===== src/rtl/filt_pkg.sv =====
// ---------------------------------------------------------------------------
// filt_pkg
// Shared widths, saturation bounds and the requantization helper used by
// filt_out_requant. The helper converts a Q22.18 filter sample into a
// Q12.10 output sample with round-half-up and saturation.
// ---------------------------------------------------------------------------
package filt_pkg;

  localparam int IN_W     = 22;
  localparam int IN_FRAC  = 18;
  localparam int OUT_W    = 12;
  localparam int OUT_FRAC = 10;
  localparam int SAT_MAX  = 2047;
  localparam int SAT_MIN  = -2048;

  // Derived widths: one guard bit for the rounding add, then drop SHIFT LSBs.
  localparam int SHIFT = IN_FRAC - OUT_FRAC;
  localparam int SUM_W = IN_W + 1;
  localparam int SHR_W = SUM_W - SHIFT;

  localparam logic signed [SUM_W-1:0] ROUND_ADD = SUM_W'(1 << (SHIFT - 1));
  localparam logic signed [SHR_W-1:0] SHR_MAX   = SHR_W'(SAT_MAX);
  localparam logic signed [SHR_W-1:0] SHR_MIN   = SHR_W'(SAT_MIN);

  typedef struct packed {
    logic [OUT_W-1:0] data;
    logic             sat;
  } rq_t;

  // Round-half-up at full precision, arithmetic shift, clamp to output range.
  function automatic rq_t requant(input logic [IN_W-1:0] x);
    logic signed [SUM_W-1:0] sum;
    logic signed [SHR_W-1:0] shr;
    rq_t                     r;
    sum = $signed({x[IN_W-1], x}) + ROUND_ADD;
    shr = $signed(sum[SUM_W-1:SHIFT]);
    if (shr > SHR_MAX) begin
      r.data = OUT_W'(SAT_MAX);
      r.sat  = 1'b1;
    end else if (shr < SHR_MIN) begin
      r.data = OUT_W'(SAT_MIN);
      r.sat  = 1'b1;
    end else begin
      r.data = shr[OUT_W-1:0];
      r.sat  = 1'b0;
    end
    return r;
  endfunction

endpackage


===== src/rtl/sync_fifo.sv =====
// ---------------------------------------------------------------------------
// sync_fifo
// First-word-fall-through FIFO with registered head outputs. A write that
// meets a full FIFO without a simultaneous pop is dropped and flagged on ovf.
// Ports:
//   clk, rstn           clock, asynchronous active-low reset
//   wr_en, wr_data      write request and data
//   rd_rdy              consumer ready; pop happens on rd_vld & rd_rdy
//   rd_data, rd_vld     registered FIFO head and its valid
//   level               occupancy, 0..DEPTH
//   ovf                 one-cycle pulse after a dropped write
// ---------------------------------------------------------------------------
module sync_fifo #(
  parameter int WIDTH = 12,
  parameter int DEPTH = 8
) (
  input  logic                     clk,
  input  logic                     rstn,
  input  logic                     wr_en,
  input  logic [WIDTH-1:0]         wr_data,
  input  logic                     rd_rdy,
  output logic [WIDTH-1:0]         rd_data,
  output logic                     rd_vld,
  output logic [$clog2(DEPTH):0]   level,
  output logic                     ovf
);

  localparam int AW = $clog2(DEPTH);
  localparam int LW = AW + 1;

  logic [WIDTH-1:0] mem_r [DEPTH];
  logic [AW-1:0]    wr_ptr_r;
  logic [AW-1:0]    rd_ptr_r;
  logic [AW-1:0]    rd_ptr_nxt_s;
  logic [LW-1:0]    level_r;
  logic [LW-1:0]    level_nxt_s;
  logic [WIDTH-1:0] data_r;
  logic [WIDTH-1:0] head_nxt_s;
  logic             vld_r;
  logic             ovf_r;
  logic             pop_s;
  logic             full_s;
  logic             wr_ok_s;
  logic             drop_s;

  // Next-state for pointers, occupancy and the registered head.
  always_comb begin
    pop_s   = vld_r && rd_rdy;
    full_s  = (level_r == LW'(DEPTH));
    wr_ok_s = wr_en && (!full_s || pop_s);
    drop_s  = wr_en && full_s && !pop_s;

    if (pop_s) begin
      rd_ptr_nxt_s = rd_ptr_r + AW'(1);
    end else begin
      rd_ptr_nxt_s = rd_ptr_r;
    end

    case ({wr_ok_s, pop_s})
      2'b10:   level_nxt_s = level_r + LW'(1);
      2'b01:   level_nxt_s = level_r - LW'(1);
      default: level_nxt_s = level_r;
    endcase

    // The incoming word becomes the head when it lands at the next read slot
    // (empty FIFO, or the last word being popped).
    if (wr_ok_s && (wr_ptr_r == rd_ptr_nxt_s)) begin
      head_nxt_s = wr_data;
    end else begin
      head_nxt_s = mem_r[rd_ptr_nxt_s];
    end
  end

  // Storage array; contents need no reset since the pointers qualify them.
  always_ff @(posedge clk) begin
    if (wr_ok_s) begin
      mem_r[wr_ptr_r] <= wr_data;
    end
  end

  // Pointers, occupancy, head register and overflow pulse.
  always_ff @(posedge clk or negedge rstn) begin
    if (!rstn) begin
      wr_ptr_r <= '0;
      rd_ptr_r <= '0;
      level_r  <= '0;
      data_r   <= '0;
      vld_r    <= 1'b0;
      ovf_r    <= 1'b0;
    end else begin
      if (wr_ok_s) begin
        wr_ptr_r <= wr_ptr_r + AW'(1);
      end
      rd_ptr_r <= rd_ptr_nxt_s;
      level_r  <= level_nxt_s;
      vld_r    <= (level_nxt_s != '0);
      if (level_nxt_s != '0) begin
        data_r <= head_nxt_s;
      end
      ovf_r <= drop_s;
    end
  end

  assign rd_data = data_r;
  assign rd_vld  = vld_r;
  assign level   = level_r;
  assign ovf     = ovf_r;

endmodule


===== src/rtl/filt_out_requant.sv =====
// ---------------------------------------------------------------------------
// filt_out_requant
// Decimates the FIR output stream, requantizes kept samples from Q22.18 to
// Q12.10 with saturation, and buffers them in a FWFT FIFO.
// Ports:
//   clk, rstn           clock, asynchronous active-low reset
//   filt_in, filt_vld   filter sample and its valid
//   decim_sel           decimation factor 1/2/4/8
//   sat_clr             clears the sticky sat_flag
//   out_data, out_vld   FIFO head, ready/valid with out_rdy
//   sat_flag            sticky: a kept sample saturated
//   ovf                 pulse: a kept sample was dropped on a full FIFO
//   level               FIFO occupancy
// ---------------------------------------------------------------------------
module filt_out_requant
  import filt_pkg::*;
#(
  parameter int DEPTH = 8
) (
  input  logic                   clk,
  input  logic                   rstn,
  input  logic [IN_W-1:0]        filt_in,
  input  logic                   filt_vld,
  input  logic [1:0]             decim_sel,
  input  logic                   sat_clr,
  output logic [OUT_W-1:0]       out_data,
  output logic                   out_vld,
  input  logic                   out_rdy,
  output logic                   sat_flag,
  output logic                   ovf,
  output logic [$clog2(DEPTH):0] level
);

  logic [2:0]       cnt_r;
  logic [2:0]       cnt_nxt_s;
  logic [2:0]       cnt_max_s;
  logic [2:0]       cnt_eff_s;
  logic [1:0]       sel_prev_r;
  logic             sel_chg_s;
  logic             keep_s;
  rq_t              rq_s;
  logic             stg_vld_r;
  logic [OUT_W-1:0] stg_data_r;
  logic             sat_flag_r;

  // Decimation decision and requantization of the current input.
  always_comb begin
    case (decim_sel)
      2'd0:    cnt_max_s = 3'd0;
      2'd1:    cnt_max_s = 3'd1;
      2'd2:    cnt_max_s = 3'd3;
      2'd3:    cnt_max_s = 3'd7;
      default: cnt_max_s = 3'd0;
    endcase

    // A factor change restarts the phase immediately, so a sample arriving
    // in the same cycle is already treated as phase 0.
    sel_chg_s = (decim_sel != sel_prev_r);
    if (sel_chg_s) begin
      cnt_eff_s = 3'd0;
    end else begin
      cnt_eff_s = cnt_r;
    end

    keep_s = filt_vld && (cnt_eff_s == 3'd0);

    if (filt_vld) begin
      if (cnt_eff_s >= cnt_max_s) begin
        cnt_nxt_s = 3'd0;
      end else begin
        cnt_nxt_s = cnt_eff_s + 3'd1;
      end
    end else begin
      cnt_nxt_s = cnt_eff_s;
    end

    rq_s = requant(filt_in);
  end

  // Decimation phase counter and decim_sel history.
  always_ff @(posedge clk or negedge rstn) begin
    if (!rstn) begin
      cnt_r      <= 3'd0;
      sel_prev_r <= 2'd0;
    end else begin
      cnt_r      <= cnt_nxt_s;
      sel_prev_r <= decim_sel;
    end
  end

  // Stage register for kept samples plus the sticky saturation flag.
  always_ff @(posedge clk or negedge rstn) begin
    if (!rstn) begin
      stg_vld_r  <= 1'b0;
      stg_data_r <= '0;
      sat_flag_r <= 1'b0;
    end else begin
      stg_vld_r <= keep_s;
      if (keep_s) begin
        stg_data_r <= rq_s.data;
      end
      if (keep_s && rq_s.sat) begin
        sat_flag_r <= 1'b1;
      end else if (sat_clr) begin
        sat_flag_r <= 1'b0;
      end
    end
  end

  sync_fifo #(
    .WIDTH (OUT_W),
    .DEPTH (DEPTH)
  ) u_fifo (
    .clk     (clk),
    .rstn    (rstn),
    .wr_en   (stg_vld_r),
    .wr_data (stg_data_r),
    .rd_rdy  (out_rdy),
    .rd_data (out_data),
    .rd_vld  (out_vld),
    .level   (level),
    .ovf     (ovf)
  );

  assign sat_flag = sat_flag_r;

endmodule


===== config.mk =====
export PLATFORM = sky130hd
export DESIGN_NAME = filt_out_requant
export DESIGN_NICKNAME = d
export VERILOG_FILES = /design/src/rtl/filt_pkg.sv /design/src/rtl/sync_fifo.sv /design/src/rtl/filt_out_requant.sv
export SDC_FILE = /design/constraint.sdc
export NUM_CORES = 1
export LEC_CHECK = 0
export CAP_MARGIN = 30
export CORE_UTILIZATION = 35
export DETAILED_ROUTE_END_ITERATION = 8
export SYNTH_ARGS = -nofsm -noshare
export SYNTH_HDL_FRONTEND = slang
export SYNTH_SLANG_ARGS = --single-unit
export TNS_END_PERCENT = 20

===== constraint.sdc =====
create_clock -name clk -period 3.5 [get_ports clk]
set_input_delay 1.05 -clock clk [delete_from_list [all_inputs] [get_ports clk]]
set_output_delay 1.05 -clock clk [all_outputs]
set_load 0.03 [all_outputs]

==> load_flow_metrics.sql, run 1 <==
INSERT INTO impl_metrics (metric_group, metric, value, unit) VALUES
('outcome', 'run_status', 'complete, no violations', ''),
('drt', 'detail_route.drc_violations', '0', ''),
('timing', 'post-route-period-util', '87.2', '%'),
('drt', 'final_antenna_net_count', '0', ''),
('setup_path', 'critPathCaptureType', 'flop', ''),
('run', 'maxCapViolCount', '0', ''),
('timing', 'finalHoldViolations', '0', ''),
('timing', 'setup-tns-final', '0', 'ps'),
('die', 'core_area', '0.0168', 'mm^2'),
('power_and_ir_drop', 'fraction_of_power_consumed_by_the_clock_network', '29.4', '%'),
('setup_path', 'worst-endpoint-arrival', '3380', 'ps'),
('finish', 'layout-area-overhead-vs-synth', '28.3', '%'),
('synthesis', 'post_synthesis_cell_area', '0.00608', 'mm^2'),
('synthesis', 'synth.ff_latch_count', '139', ''),
('synthesis', 'synthesis.instances', '412', ''),
('die', 'dieArea', '0.0179', 'mm^2'),
('drt', 'drt_pass1_iterations', '4', ''),
('clock_tree', 'cts_tree', 'done', ''),
('synthesis', 'post_synth_main_area_contributors', 'sky130_fd_sc_hd__edfxtp_1, sky130_fd_sc_hd__dfrtp_1, sky130_fd_sc_hd__mux4_2', ''),
('timing', 'max_freq', '327', 'MHz'),
('timing', 'rsz0062_at_grt', 'false', ''),
('finish', 'num_antenna_cells', '0', ''),
('drt', 'route.detailed.wl_per_inst', '17.0', 'um'),
('drt', 'drt-vias-per-instance', '5.01', ''),
('global_route', 'antenna_found_initial', '0', ''),
('clock_tree', 'cts_max_level', '4', ''),
('global_route', 'grt_pass1_wl', '20300', 'um'),
('power_and_ir_drop', 'power_switching', '2.25', 'mW'),
('synthesis', 'synth_edf_count', '96', ''),
('global_route', 'grt_max_degree', '23', ''),
('synthesis', 'syn-num-nets', '453', ''),
('power_and_ir_drop', 'internal_power', '4.98', 'mW'),
('timing', 'finalMaxSlewViolations', '0', ''),
('finish', 'post_route_cells_drive_above_1_share', '23.3', '%'),
('global_route', 'globalRoute.totalOverflow', '0', ''),
('timing', 'relSlewSlack', '62.6', '%'),
('die', 'initial_utilization', '36.3', '%'),
('die', 'chipWidth', '134', 'um'),
('clock_tree', 'clock_sink_count', '139', ''),
('power_and_ir_drop', 'power_frac_seq', '33.0', '%'),
('min_path', 'timing.hold.worst_path_depth', '2', ''),
('global_route', 'grt_usage', '15.2', '%'),
('timing', 'timing.hold.ws', '477', 'ps'),
('die', 'die_y', '134', 'um'),
('placed_design', 'buffer_ports.inserted', '40', ''),
('setup_path', 'worst-setup-path-type', 'primary input to flop', ''),
('synthesis', 'synth_async_sr_flop_share', '30.9', '%'),
('synthesis', 'yosysWarnings', '0', ''),
('global_route', 'first_global_vias', '3798', ''),
('synthesis', 'distinct_cells_synth', '54', ''),
('placed_design', 'gp_congestion', '0.898', ''),
('finish', 'finalNetCount', '531', ''),
('setup_path', 'startpoint_type', 'primary input', ''),
('drt', 'drt-initial-drc-count', '170', ''),
('synthesis', 'synthDominantAreaCellType', 'sky130_fd_sc_hd__edfxtp_1', ''),
('synthesis', 'synth_ff_type', 'sky130_fd_sc_hd__edfxtp_1', ''),
('clock_tree', 'clock_latency_on_the_worst_skew_pair', '420', 'ps'),
('synthesis', 'synthTopCellsByCount', 'sky130_fd_sc_hd__edfxtp_1, sky130_fd_sc_hd__dfrtp_1, sky130_fd_sc_hd__nand2_1', ''),
('finish', 'fin_area', '0.00780', 'mm^2'),
('power_and_ir_drop', 'cellPowerDensity', '927', 'mW/mm^2'),
('power_and_ir_drop', 'static-leakage-power', '2.96', 'nW'),
('power_and_ir_drop', 'comb_power_share', '37.5', '%'),
('clock_tree', 'clkSlewWorstSetupHoldPaths', '60', 'ps'),
('clock_tree', 'tritoncts.num_buffers', '17', ''),
('synthesis', 'post-synth-top-area-fraction', '47.4', '%'),
('timing', 'final.min_clock_period', '3050', 'ps'),
('die', 'i_o_pin_count', '48', ''),
('clock_tree', 'clock_path_buffers', '2', ''),
('timing', 'worst-slew-pin-transition', '561', 'ps'),
('timing', 'finalClockSkew', '8.51', 'ps'),
('power_and_ir_drop', 'vdd_ir_drop_max', '0.000468', 'V');
repair_timing:
item                                    CTS  global route
pin swaps                                 0             1
endpoints found under the hold margin     0             0
setup buffers                             0             1
hold buffers                              0             0
endpoints found under the setup margin    9            12
gates resized for setup                   3            15
metrics by stage:
stage	cells	setup WS [ps]	power, mW
3_5_place_dp	690	-482	5.01
3_3_place_gp	689	-375	4.93
4_1_cts	721	34.1	7.15
5_1_grt	722	273	7.65
2_1_floorplan	412	10.7	4.02
6_report	722	446	7.24
power by group through the flow:
stage                     registers, mW  clock network [mW]  logic, mW
after global routing               2.44                2.24       2.97
after floorplan                    2.54                   0       1.48
after detailed placement           2.43                   0       2.58
final                              2.39                2.13       2.72
after global placement             2.40                   0       2.53
after CTS                          2.40                2.16       2.59
metal layers:
metal,up-vias,GRT usage [%],share of wire [%]
met3,11,4.72,4.8
met5,-,0,0
met1,1810,20.3,47
met4,0,4.36,0.91
met2,73,23.9,47
li1,1722,-,-
final cells by class:
type / instances / area (um^2)
fill: 1463 / 8960
sequential: 139 / 3960
multi-input combinational: 242 / 2060
timing repair buffer: 73 / 741
clock buffer: 18 / 429
tap: 220 / 275
clock inverter: 13 / 272
inverter: 17 / 63.8
layout by cell type, fill, tap and decap left out, types with 13 or more instances in the layout:
master,netlist,routed
sky130_fd_sc_hd__edfxtp_1,96,96
sky130_fd_sc_hd__dfrtp_1,43,43
sky130_fd_sc_hd__nand2_1,42,42
sky130_fd_sc_hd__clkdlybuf4s50_1,0,38
sky130_fd_sc_hd__nor2_1,26,26
sky130_fd_sc_hd__buf_4,3,26
sky130_fd_sc_hd__mux4_2,22,22
sky130_fd_sc_hd__clkbuf_16,0,17
sky130_fd_sc_hd__inv_1,15,15
sky130_fd_sc_hd__a211oi_1,13,13
state kept, by name (all words and copies together) (netlist names):
| register | cells |
|---|---|
| u_fifo.level | 4 |
| cnt_r | 3 |
| stg_data_r | 12 |
| u_fifo.rd_vld | 1 |
| stg_vld_r | 1 |
| sel_prev_r | 2 |
| u_fifo.ovf | 1 |
| sat_flag | 1 |
| u_fifo.rd_ptr_r | 3 |
| u_fifo.mem_r | 96 |
| u_fifo.wr_ptr_r | 3 |
| u_fifo.rd_data | 12 |
final timing paths:
path / start / endpoint / slack, ps
setup reg to reg: u_fifo.level[2]$_DFF_PN0_ / u_fifo.rd_data[6]$_DFFE_PN0P_ / 540
max in group asynchronous: rstn / stg_data_r[8]$_DFFE_PN0P_ / 2360
min in group asynchronous: rstn / u_fifo.level[1]$_DFF_PN0_ / 620
hold reg to reg: u_fifo.rd_data[7]$_DFFE_PN0P_ / u_fifo.rd_data[7]$_DFFE_PN0P_ / 480
setup / recovery: out_rdy / u_fifo.rd_data[6]$_DFFE_PN0P_ / 450
hold / removal: u_fifo.rd_data[7]$_DFFE_PN0P_ / u_fifo.rd_data[7]$_DFFE_PN0P_ / 480
critical path, stage by stage:
cell and delay [ps]:
sky130_fd_sc_hd__dlymetal6s2s_1 120, sky130_fd_sc_hd__nand2_2 80, sky130_fd_sc_hd__a21boi_2 170, sky130_fd_sc_hd__inv_2 50
sky130_fd_sc_hd__ha_1 210, sky130_fd_sc_hd__ha_1 280, sky130_fd_sc_hd__a21o_1 190, sky130_fd_sc_hd__a21oi_2 150
sky130_fd_sc_hd__mux2_4 330, sky130_fd_sc_hd__mux2_4 340, sky130_fd_sc_hd__buf_12 170, sky130_fd_sc_hd__o31ai_1 230
kinds of logic after synthesis:
family,after synthesis,share of synthesized area [%]
buffers and inverters,31,2.22
AO/OA/AOI/OAI,58,7.06
multiplexers,29,9.40
XOR/XNOR,22,3.60
flip-flops,139,65.1
AND/OR/NAND/NOR,121,10.0
adder cells (fa/ha/maj),12,2.59
(Power assumes the default switching activity.)
==> inputs of run 2 (changes only) <==
--- a/config.mk
+++ b/config.mk
@@ -5,9 +5,12 @@
 export SDC_FILE = /design/constraint.sdc
 export NUM_CORES = 1
 export LEC_CHECK = 0
+export ABC_AREA = 1
 export CAP_MARGIN = 30
 export CORE_UTILIZATION = 35
+export CTS_CLUSTER_SIZE = 14
 export DETAILED_ROUTE_END_ITERATION = 8
+export GPL_TIMING_DRIVEN = 1
 export SYNTH_ARGS = -nofsm -noshare
 export SYNTH_HDL_FRONTEND = slang
 export SYNTH_SLANG_ARGS = --single-unit
==> load_flow_metrics.sql, run 2 <==
INSERT INTO impl_metrics (metric_group, metric, value, unit) VALUES
('power_and_ir_drop', 'vdd_ir_drop_max', '0.000312', 'V'),
('timing', 'post-route-period-util', '89.4', '%'),
('setup_path', 'worst-endpoint-arrival', '3440', 'ps'),
('drt', 'drt-vias-per-instance', '4.63', ''),
('synthesis', 'yosys.area_share.xor_xnor', '2.35', '%'),
('synthesis', 'synthesis.instances', '710', ''),
('synthesis', 'distinct_cells_synth', '31', ''),
('global_route', 'grt_usage', '16.3', '%'),
('synthesis', 'synth.ff_latch_count', '139', ''),
('timing', 'relSlewSlack', '70.6', '%'),
('setup_path', 'cp_slowest_stage_delay', '470', 'ps'),
('timing', 'final.min_clock_period', '3130', 'ps'),
('synthesis', 'synthTopCellsByCount', 'sky130_fd_sc_hd__nand2_1, sky130_fd_sc_hd__nand3_1, sky130_fd_sc_hd__edfxtp_1', ''),
('placed_design', 'gp_congestion', '0.763', ''),
('clock_tree', 'cts_setup_buffers', '0', ''),
('timing', 'rsz0062_at_grt', 'false', ''),
('clock_tree', 'clock_path_buffers', '2', ''),
('placed_design', 'placed_cells_incl_taps', '984', ''),
('synthesis', 'post_synth_main_area_contributors', 'sky130_fd_sc_hd__edfxtp_1, sky130_fd_sc_hd__dfrtp_1, sky130_fd_sc_hd__nand2_1', ''),
('synthesis', 'synth_ff_type', 'sky130_fd_sc_hd__edfxtp_1', ''),
('finish', 'leading_cell_type_in_the_layout_fill_and_taps_excluded', 'sky130_fd_sc_hd__nand2_1', ''),
('finish', 'final_cell_count_no_fill', '1016', ''),
('clock_tree', 'clock_latency_on_the_worst_skew_pair', '420', 'ps'),
('setup_path', 'critical-path-top-cell-by-count', 'sky130_fd_sc_hd__inv_1', ''),
('timing', 'setup_violations', '0', ''),
('synthesis', 'synthDominantAreaCellType', 'sky130_fd_sc_hd__edfxtp_1', ''),
('clock_tree', 'cts_max_level', '4', ''),
('finish', 'post_route_cells_drive_above_1_share', '10.7', '%'),
('finish', 'largest_reg_flops', '96', ''),
('timing', 'finalMaxSlewViolations', '0', ''),
('finish', 'fillCellCount', '1844', ''),
('clock_tree', 'cts_tree', 'done', ''),
('global_route', 'grt_pass1_wl', '24400', 'um'),
('drt', 'via_count', '4709', ''),
('synthesis', 'post_synth.cell_area_avg', '9.44', 'um^2'),
('timing', 'finalClockSkew', '9.34', 'ps'),
('global_route', 'first_global_vias', '4671', ''),
('synthesis', 'fraction_of_the_mapped_netlist_area_in_simple_logic_gates', '27.2', '%'),
('timing', 'finalHoldViolations', '0', ''),
('finish', 'top_library_cells_by_usage_in_the_layout_fill_and_taps_aside', 'sky130_fd_sc_hd__nand2_1, sky130_fd_sc_hd__nand3_1, sky130_fd_sc_hd__edfxtp_1', ''),
('synthesis', 'seq_area_frac_synth', '59.1', '%'),
('synthesis', 'syn-num-nets', '751', ''),
('finish', 'num_antenna_cells', '0', ''),
('synthesis', 'post-synth-top-area-fraction', '43.0', '%'),
('clock_tree', 'clock-root-buffer', 'sky130_fd_sc_hd__clkbuf_16', ''),
('die', 'die_y', '140', 'um'),
('placed_design', 'buffer_ports.inserted', '40', ''),
('die', 'initial_utilization', '35.7', '%'),
('synthesis', 'synth_adder_area_share', '2.35', '%'),
('setup_path', 'cp_top_family', 'buffers and inverters', ''),
('setup_path', 'r2r-end', 'u_fifo.rd_data[0]$_DFFE_PN0P_', ''),
('synthesis', 'post_synthesis_cell_area', '0.00670', 'mm^2'),
('setup_path', 'reg2reg_from', 'u_fifo.level[0]$_DFF_PN0_', ''),
('run', 'maxCapViolCount', '0', ''),
('clock_tree', 'cells_resized_by_post_cts_repair', '0', ''),
('die', 'floorplan.rows', '50', ''),
('clock_tree', 'cts_hold_buffers', '0', ''),
('synthesis', 'largest_family_of_logic_cells_by_synthesized_area', 'simple AND/OR/NAND/NOR gates', ''),
('clock_tree', 'clkSlewWorstSetupHoldPaths', '60', 'ps'),
('setup_path', 'required', '3810', 'ps'),
('synthesis', 'synth_most_common_cell', 'sky130_fd_sc_hd__nand2_1', ''),
('drt', 'drt_pass1_iterations', '5', ''),
('drt', 'routed-wl-met3', '909', 'um'),
('drt', 'drt-initial-drc-count', '226', ''),
('placed_design', 'detailedPlacementHpwl', '9260', 'um'),
('min_path', 'hold_path_startpoint', 'u_fifo.rd_data[6]$_DFFE_PN0P_', ''),
('global_route', 'antenna_found_initial', '0', ''),
('outcome', 'run_status', 'complete, no violations', ''),
('setup_path', 'critPathCaptureType', 'flop', ''),
('setup_path', 'worst-r2r-cell-count', '16', ''),
('synthesis', 'synth_edf_count', '96', ''),
('drt', 'final_antenna_net_count', '0', ''),
('setup_path', 'path_buf_inv', '6', ''),
('drt', 'route.detailed.wl_per_inst', '14.3', 'um'),
('timing', 'max_freq', '320', 'MHz'),
('min_path', 'whs_endpoint', 'u_fifo.rd_data[6]$_DFFE_PN0P_', ''),
('global_route', 'grt_max_degree', '50', ''),
('setup_path', 'worst-setup-path-type', 'primary input to flop', ''),
('setup_path', 'cp_max_stage_cell', 'sky130_fd_sc_hd__fa_1', ''),
('synthesis', 'yosys-mux-area-fraction', '0', '%'),
('drt', 'postRouteWirelength', '14600', 'um'),
('die', 'chipWidth', '140', 'um'),
('setup_path', 'worst-r2r-setup-slack', '880', 'ps'),
('min_path', 'worst_hold_path_type', 'flop to flop', ''),
('synthesis', 'yosysWarnings', '0', ''),
('drt', 'met1_length', '6440', 'um'),
('setup_path', 'critical_path.cell_chain', 'clkdlybuf4s50_1 > nand2_4 > inv_4 > nor2_1 > nor2_4 > inv_1 > ha_1 > inv_1 > fa_1 > nand2_1 > o21ai_1 > inv_1 > nor3_2 > nand3_2 > buf_12 > nand3_1 > nand2_1', ''),
('drt', 'detailroute.wirelength.met2', '7160', 'um'),
('finish', 'layout-area-overhead-vs-synth', '20.2', '%'),
('finish', 'finalNetCount', '810', ''),
('die', 'dieArea', '0.0197', 'mm^2'),
('drt', 'highest-signal-layer', 'met4', ''),
('die', 'core_area', '0.0188', 'mm^2'),
('clock_tree', 'tritoncts.num_buffers', '17', ''),
('clock_tree', 'clock_sink_count', '139', ''),
('drt', 'detail_route.drc_violations', '0', ''),
('global_route', 'globalRoute.totalOverflow', '0', ''),
('power_and_ir_drop', 'static-leakage-power', '3.57', 'nW'),
('synthesis', 'synth_async_sr_flop_share', '30.9', '%'),
('synthesis', 'area_fraction_in_compound_gates_after_synthesis', '1.12', '%'),
('setup_path', 'startpoint_type', 'primary input', ''),
('min_path', 'timing.hold.worst_path_depth', '2', ''),
('timing', 'worst-slew-pin-transition', '441', 'ps'),
('power_and_ir_drop', 'cellPowerDensity', '840', 'mW/mm^2'),
('setup_path', 'worstPathMaxFanout', '13', ''),
('finish', 'largest_register', 'u_fifo.mem_r', ''),
('timing', 'setup-tns-final', '0', 'ps'),
('die', 'i_o_pin_count', '48', '');
[run 2: worst max-delay path by stage]
| stage | startpoint | end | slack, ps | depth (start not counted) |
|---|---|---|---|---|
| after floorplan | out_rdy | u_fifo.rd_data[10]$_DFFE_PN0P_ | 160 | 17 |
| after global placement | out_rdy | u_fifo.rd_data[5]$_DFFE_PN0P_ | -10 | 17 |
| after detailed placement | out_rdy | u_fifo.rd_data[5]$_DFFE_PN0P_ | -80 | 17 |
| after CTS | out_rdy | u_fifo.rd_data[5]$_DFFE_PN0P_ | 350 | 17 |
| after global routing | out_rdy | u_fifo.rd_data[1]$_DFFE_PN0P_ | 130 | 17 |
| final | out_rdy | u_fifo.rd_data[0]$_DFFE_PN0P_ | 370 | 17 |
[run 2: cell type report]
type / count / area (um^2) / area share [%]
inverter: 92 / 348 / 4.32
timing repair buffer: 68 / 656 / 8.14
multi-input combinational: 451 / 2210 / 27.5
clock buffer: 19 / 475 / 5.90
clock inverter: 13 / 114 / 1.41
tap: 234 / 293 / 3.63
sequential: 139 / 3960 / 49.1
[run 2: per-stage QoR]
stage | instance area, um^2 | power [mW] | setup slack (ps) | hold WS [ps] | util [%]
after floorplan | 6700 | 4.15 | 160 | 508 | -
after global placement | 7450 | 5.07 | -9.82 | 519 | 39.7
after detailed placement | 7470 | 5.09 | -82.8 | 519 | 39.8
after CTS | 8060 | 6.83 | 349 | 536 | 42.9
after global routing | 8060 | 7.26 | 130 | 574 | 42.9
final | 8060 | 6.77 | 372 | 534 | 42.9
[run 2: kinds of logic (layout without fill, tap and decap cells)]
group                      Yosys count  in the layout
xor gates and xnor gates            18             18
adders and majority gates           12             12
buffers and inverters              120            192
DFF                                139            139
AOI/OAI and AO/OA                   14             14
and+or+nand+nor                    407            407
[run 2: metal layers]
| metal | track usage [%] | vias up |
|---|---|---|
| li1 | - | 2442 |
| met1 | 20.8 | 2150 |
| met2 | 27.7 | 115 |
| met3 | 3.18 | 2 |
| met4 | 5.78 | 0 |
| met5 | 0 | - |
[run 2: worst register-to-register path, stage by stage (launching register included)]
cell and delay, ps:
sky130_fd_sc_hd__dfrtp_1 420, sky130_fd_sc_hd__inv_1 120, sky130_fd_sc_hd__nand4_1 120, sky130_fd_sc_hd__nor2_1 190, sky130_fd_sc_hd__nor2_4 50, sky130_fd_sc_hd__inv_1 80, sky130_fd_sc_hd__ha_1 170, sky130_fd_sc_hd__inv_1 60
sky130_fd_sc_hd__fa_1 470, sky130_fd_sc_hd__nand2_1 50, sky130_fd_sc_hd__o21ai_1 80, sky130_fd_sc_hd__inv_1 90, sky130_fd_sc_hd__nor3_2 220, sky130_fd_sc_hd__nand3_2 120, sky130_fd_sc_hd__buf_12 160, sky130_fd_sc_hd__nand3_1 80
sky130_fd_sc_hd__nand2_1 50
[run 2: report_power, final]
part | leakage (nW) | switching, mW | internal, mW
Clock | 0.286 | 0.683 | 1.06
Sequential | 1.39 | 0.211 | 2.14
Combinational | 1.89 | 1.72 | 0.951
Total | 3.57 | 2.62 | 4.15
==> inputs of run 3 (changes only) <==
--- a/config.mk
+++ b/config.mk
@@ -5,8 +5,8 @@
 export SDC_FILE = /design/constraint.sdc
 export NUM_CORES = 1
 export LEC_CHECK = 0
-export ABC_AREA = 1
 export CAP_MARGIN = 30
+export CORE_ASPECT_RATIO = 1.1
 export CORE_UTILIZATION = 35
 export CTS_CLUSTER_SIZE = 14
 export DETAILED_ROUTE_END_ITERATION = 8
==> load_flow_metrics.sql, run 3 (synthesis gave the netlist of run 1 again) <==
INSERT INTO impl_metrics (metric_group, metric, value, unit) VALUES
('setup_path', 'startpoint_type', 'primary input', ''),
('die', 'initial_utilization', '35.7', '%'),
('drt', 'drt-vias-per-instance', '4.92', ''),
('setup_path', 'cp_slowest_stage_delay', '360', 'ps'),
('timing', 'finalHoldViolations', '0', ''),
('clock_tree', 'clkSlewWorstSetupHoldPaths', '60', 'ps'),
('placed_design', 'buffer_ports.inserted', '40', ''),
('timing', 'relSlewSlack', '69.1', '%'),
('timing', 'final_critical_path_setup_slack', '372', 'ps'),
('finish', 'post_route_cells_drive_above_1_share', '23.0', '%'),
('drt', 'route.detailed.wl_per_inst', '16.7', 'um'),
('min_path', 'worst_hold_path_type', 'flop to flop', ''),
('clock_tree', 'cts_tree', 'done', ''),
('power_and_ir_drop', 'power_switching', '2.21', 'mW'),
('global_route', 'grt_max_degree', '25', ''),
('global_route', 'grt_usage', '14.7', '%'),
('finish', 'leading_cell_type_in_the_layout_fill_and_taps_excluded', 'sky130_fd_sc_hd__edfxtp_1', ''),
('drt', 'postRouteWirelength', '12300', 'um'),
('finish', 'top_library_cells_by_usage_in_the_layout_fill_and_taps_aside', 'sky130_fd_sc_hd__edfxtp_1, sky130_fd_sc_hd__dfrtp_1, sky130_fd_sc_hd__nand2_1', ''),
('clock_tree', 'clock_sink_count', '139', ''),
('drt', 'via_count', '3628', ''),
('power_and_ir_drop', 'vdd_ir_drop_max', '0.000469', 'V'),
('global_route', 'globalRoute.totalOverflow', '0', ''),
('drt', 'final_antenna_net_count', '0', ''),
('setup_path', 'required', '3820', 'ps'),
('global_route', 'grt_pass1_wl', '19800', 'um'),
('setup_path', 'worstPathMaxFanout', '10', ''),
('power_and_ir_drop', 'fraction_of_power_consumed_by_the_clock_network', '27.9', '%'),
('finish', 'finalNetCount', '532', ''),
('power_and_ir_drop', 'static-leakage-power', '2.91', 'nW'),
('placed_design', 'placement.setup.worst_slack', '-452', 'ps'),
('die', 'i_o_pin_count', '48', ''),
('finish', 'final_util', '45.3', '%'),
('die', 'chipWidth', '128', 'um'),
('power_and_ir_drop', 'comb_power_share', '37.7', '%'),
('timing', 'setup-tns-final', '0', 'ps'),
('setup_path', 'cp_max_stage_cell', 'sky130_fd_sc_hd__mux2_2', ''),
('finish', 'layout-area-overhead-vs-synth', '26.8', '%'),
('power_and_ir_drop', 'internal_power', '4.73', 'mW'),
('placed_design', 'detailedPlacementHpwl', '8260', 'um'),
('clock_tree', 'cts_hold_buffers', '0', ''),
('finish', 'fillCellCount', '1524', ''),
('global_route', 'antenna_found_initial', '0', ''),
('setup_path', 'critical_path.cell_chain', 'dlymetal6s2s_1 > nand2_2 > a21boi_2 > inv_2 > ha_2 > ha_1 > a21o_1 > a21oi_2 > mux2_2 > mux2_4 > clkbuf_16 > o31ai_2', ''),
('timing', 'worst-slew-pin-transition', '463', 'ps'),
('finish', 'multiInputGateArea', '0.00204', 'mm^2'),
('power_and_ir_drop', 'cellPowerDensity', '900', 'mW/mm^2'),
('die', 'dieArea', '0.0179', 'mm^2'),
('timing', 'finalMaxSlewViolations', '0', ''),
('finish', 'largest_reg_flops', '96', ''),
('timing', 'final.min_clock_period', '3130', 'ps'),
('die', 'core_area', '0.0170', 'mm^2'),
('clock_tree', 'tritoncts.num_buffers', '17', ''),
('drt', 'drt_pass1_iterations', '5', ''),
('finish', 'ff_latch_area', '0.00396', 'mm^2'),
('clock_tree', 'clock_path_buffers', '2', ''),
('power_and_ir_drop', 'power_switching_share', '31.9', '%'),
('setup_path', 'worst-setup-path-type', 'primary input to flop', ''),
('timing', 'setup_violations', '0', ''),
('setup_path', 'critPathCaptureType', 'flop', ''),
('global_route', 'first_global_vias', '3690', ''),
('timing', 'max_freq', '320', 'MHz'),
('timing', 'finalClockSkew', '5.95', 'ps'),
('drt', 'drt-initial-drc-count', '244', ''),
('finish', 'num_antenna_cells', '0', ''),
('setup_path', 'worst-endpoint-arrival', '3450', 'ps'),
('die', 'die_y', '140', 'um'),
('outcome', 'run_status', 'complete, no violations', ''),
('placed_design', 'gp_congestion', '0.875', ''),
('clock_tree', 'cts_max_level', '4', ''),
('die', 'floorplan.rows', '50', ''),
('clock_tree', 'clock-root-buffer', 'sky130_fd_sc_hd__clkbuf_16', ''),
('drt', 'detail_route.drc_violations', '0', ''),
('run', 'maxCapViolCount', '0', ''),
('timing', 'post-route-period-util', '89.4', '%'),
('power_and_ir_drop', 'power_frac_seq', '34.4', '%'),
('timing', 'rsz0062_at_grt', 'false', ''),
('finish', 'largest_register', 'u_fifo.mem_r', ''),
('clock_tree', 'clock_latency_on_the_worst_skew_pair', '410', 'ps');
run 3: worst paths after layout:
kind,cells after the start,slack (ps),end,from
hold / removal,2,480,u_fifo.rd_data[5]$_DFFE_PN0P_,u_fifo.rd_data[5]$_DFFE_PN0P_
max in group asynchronous,2,2410,u_fifo.rd_data[3]$_DFFE_PN0P_,rstn
min in group asynchronous,1,590,sel_prev_r[0]$_DFF_PN0_,rstn
setup / recovery,12,370,u_fifo.rd_data[8]$_DFFE_PN0P_,out_rdy
setup reg to reg,12,470,u_fifo.rd_data[8]$_DFFE_PN0P_,u_fifo.level[2]$_DFF_PN0_
hold reg to reg,2,480,u_fifo.rd_data[5]$_DFFE_PN0P_,u_fifo.rd_data[5]$_DFFE_PN0P_
run 3: cell type report:
cell class / instances / share of cell area, %
sequential: 139 / 51.3
multi-input combinational: 242 / 26.4
timing repair buffer: 74 / 9.34
clock buffer: 20 / 5.79
tap: 234 / 3.80
clock inverter: 12 / 2.53
inverter: 17 / 0.827
run 3: per-layer routing:
metal | wire (um) | track usage (%) | up-vias | share of wire, %
met5 | 0 | 0 | - | 0
li1 | - | - | 1722 | -
met2 | 6250 | 23.7 | 75 | 51
met3 | 427 | 3.40 | 11 | 3.5
met1 | 5490 | 19.6 | 1820 | 45
met4 | 131 | 5.02 | 0 | 1.1
run 3: power by group through the flow:
stage / Combinational (mW) / Sequential [mW] / Clock [mW]
after detailed placement: 2.48 / 2.42 / 0
final: 2.62 / 2.39 / 1.94
after CTS: 2.50 / 2.39 / 1.96
after global placement: 2.44 / 2.40 / 0
after global routing: 2.85 / 2.43 / 2.04
after floorplan: 1.48 / 2.54 / 0
run 3: timing repair:
item,in CTS,in global routing
cloned,0,1
resized for setup,2,12
buffers inserted,0,2
pin swaps,0,2
endpoints found under the setup margin,5,11
run 3: critical path: cells and delay by family:
family	cells	cell delay [ps]
AOI/OAI and AO/OA	4	760
buffers and inverters	3	360
adders and majority gates	2	460
muxes	2	720
and+or+nand+nor	1	80
run 3: per-stage QoR:
step	total power, mW	hold WS, ps	instance area, um^2	std cells
after detailed placement	4.91	478	6980	703
after CTS	6.85	491	7630	735
after global placement	4.84	466	6960	702
after floorplan	4.02	470	6080	412
after global routing	7.32	498	7710	738
final	6.94	477	7710	738
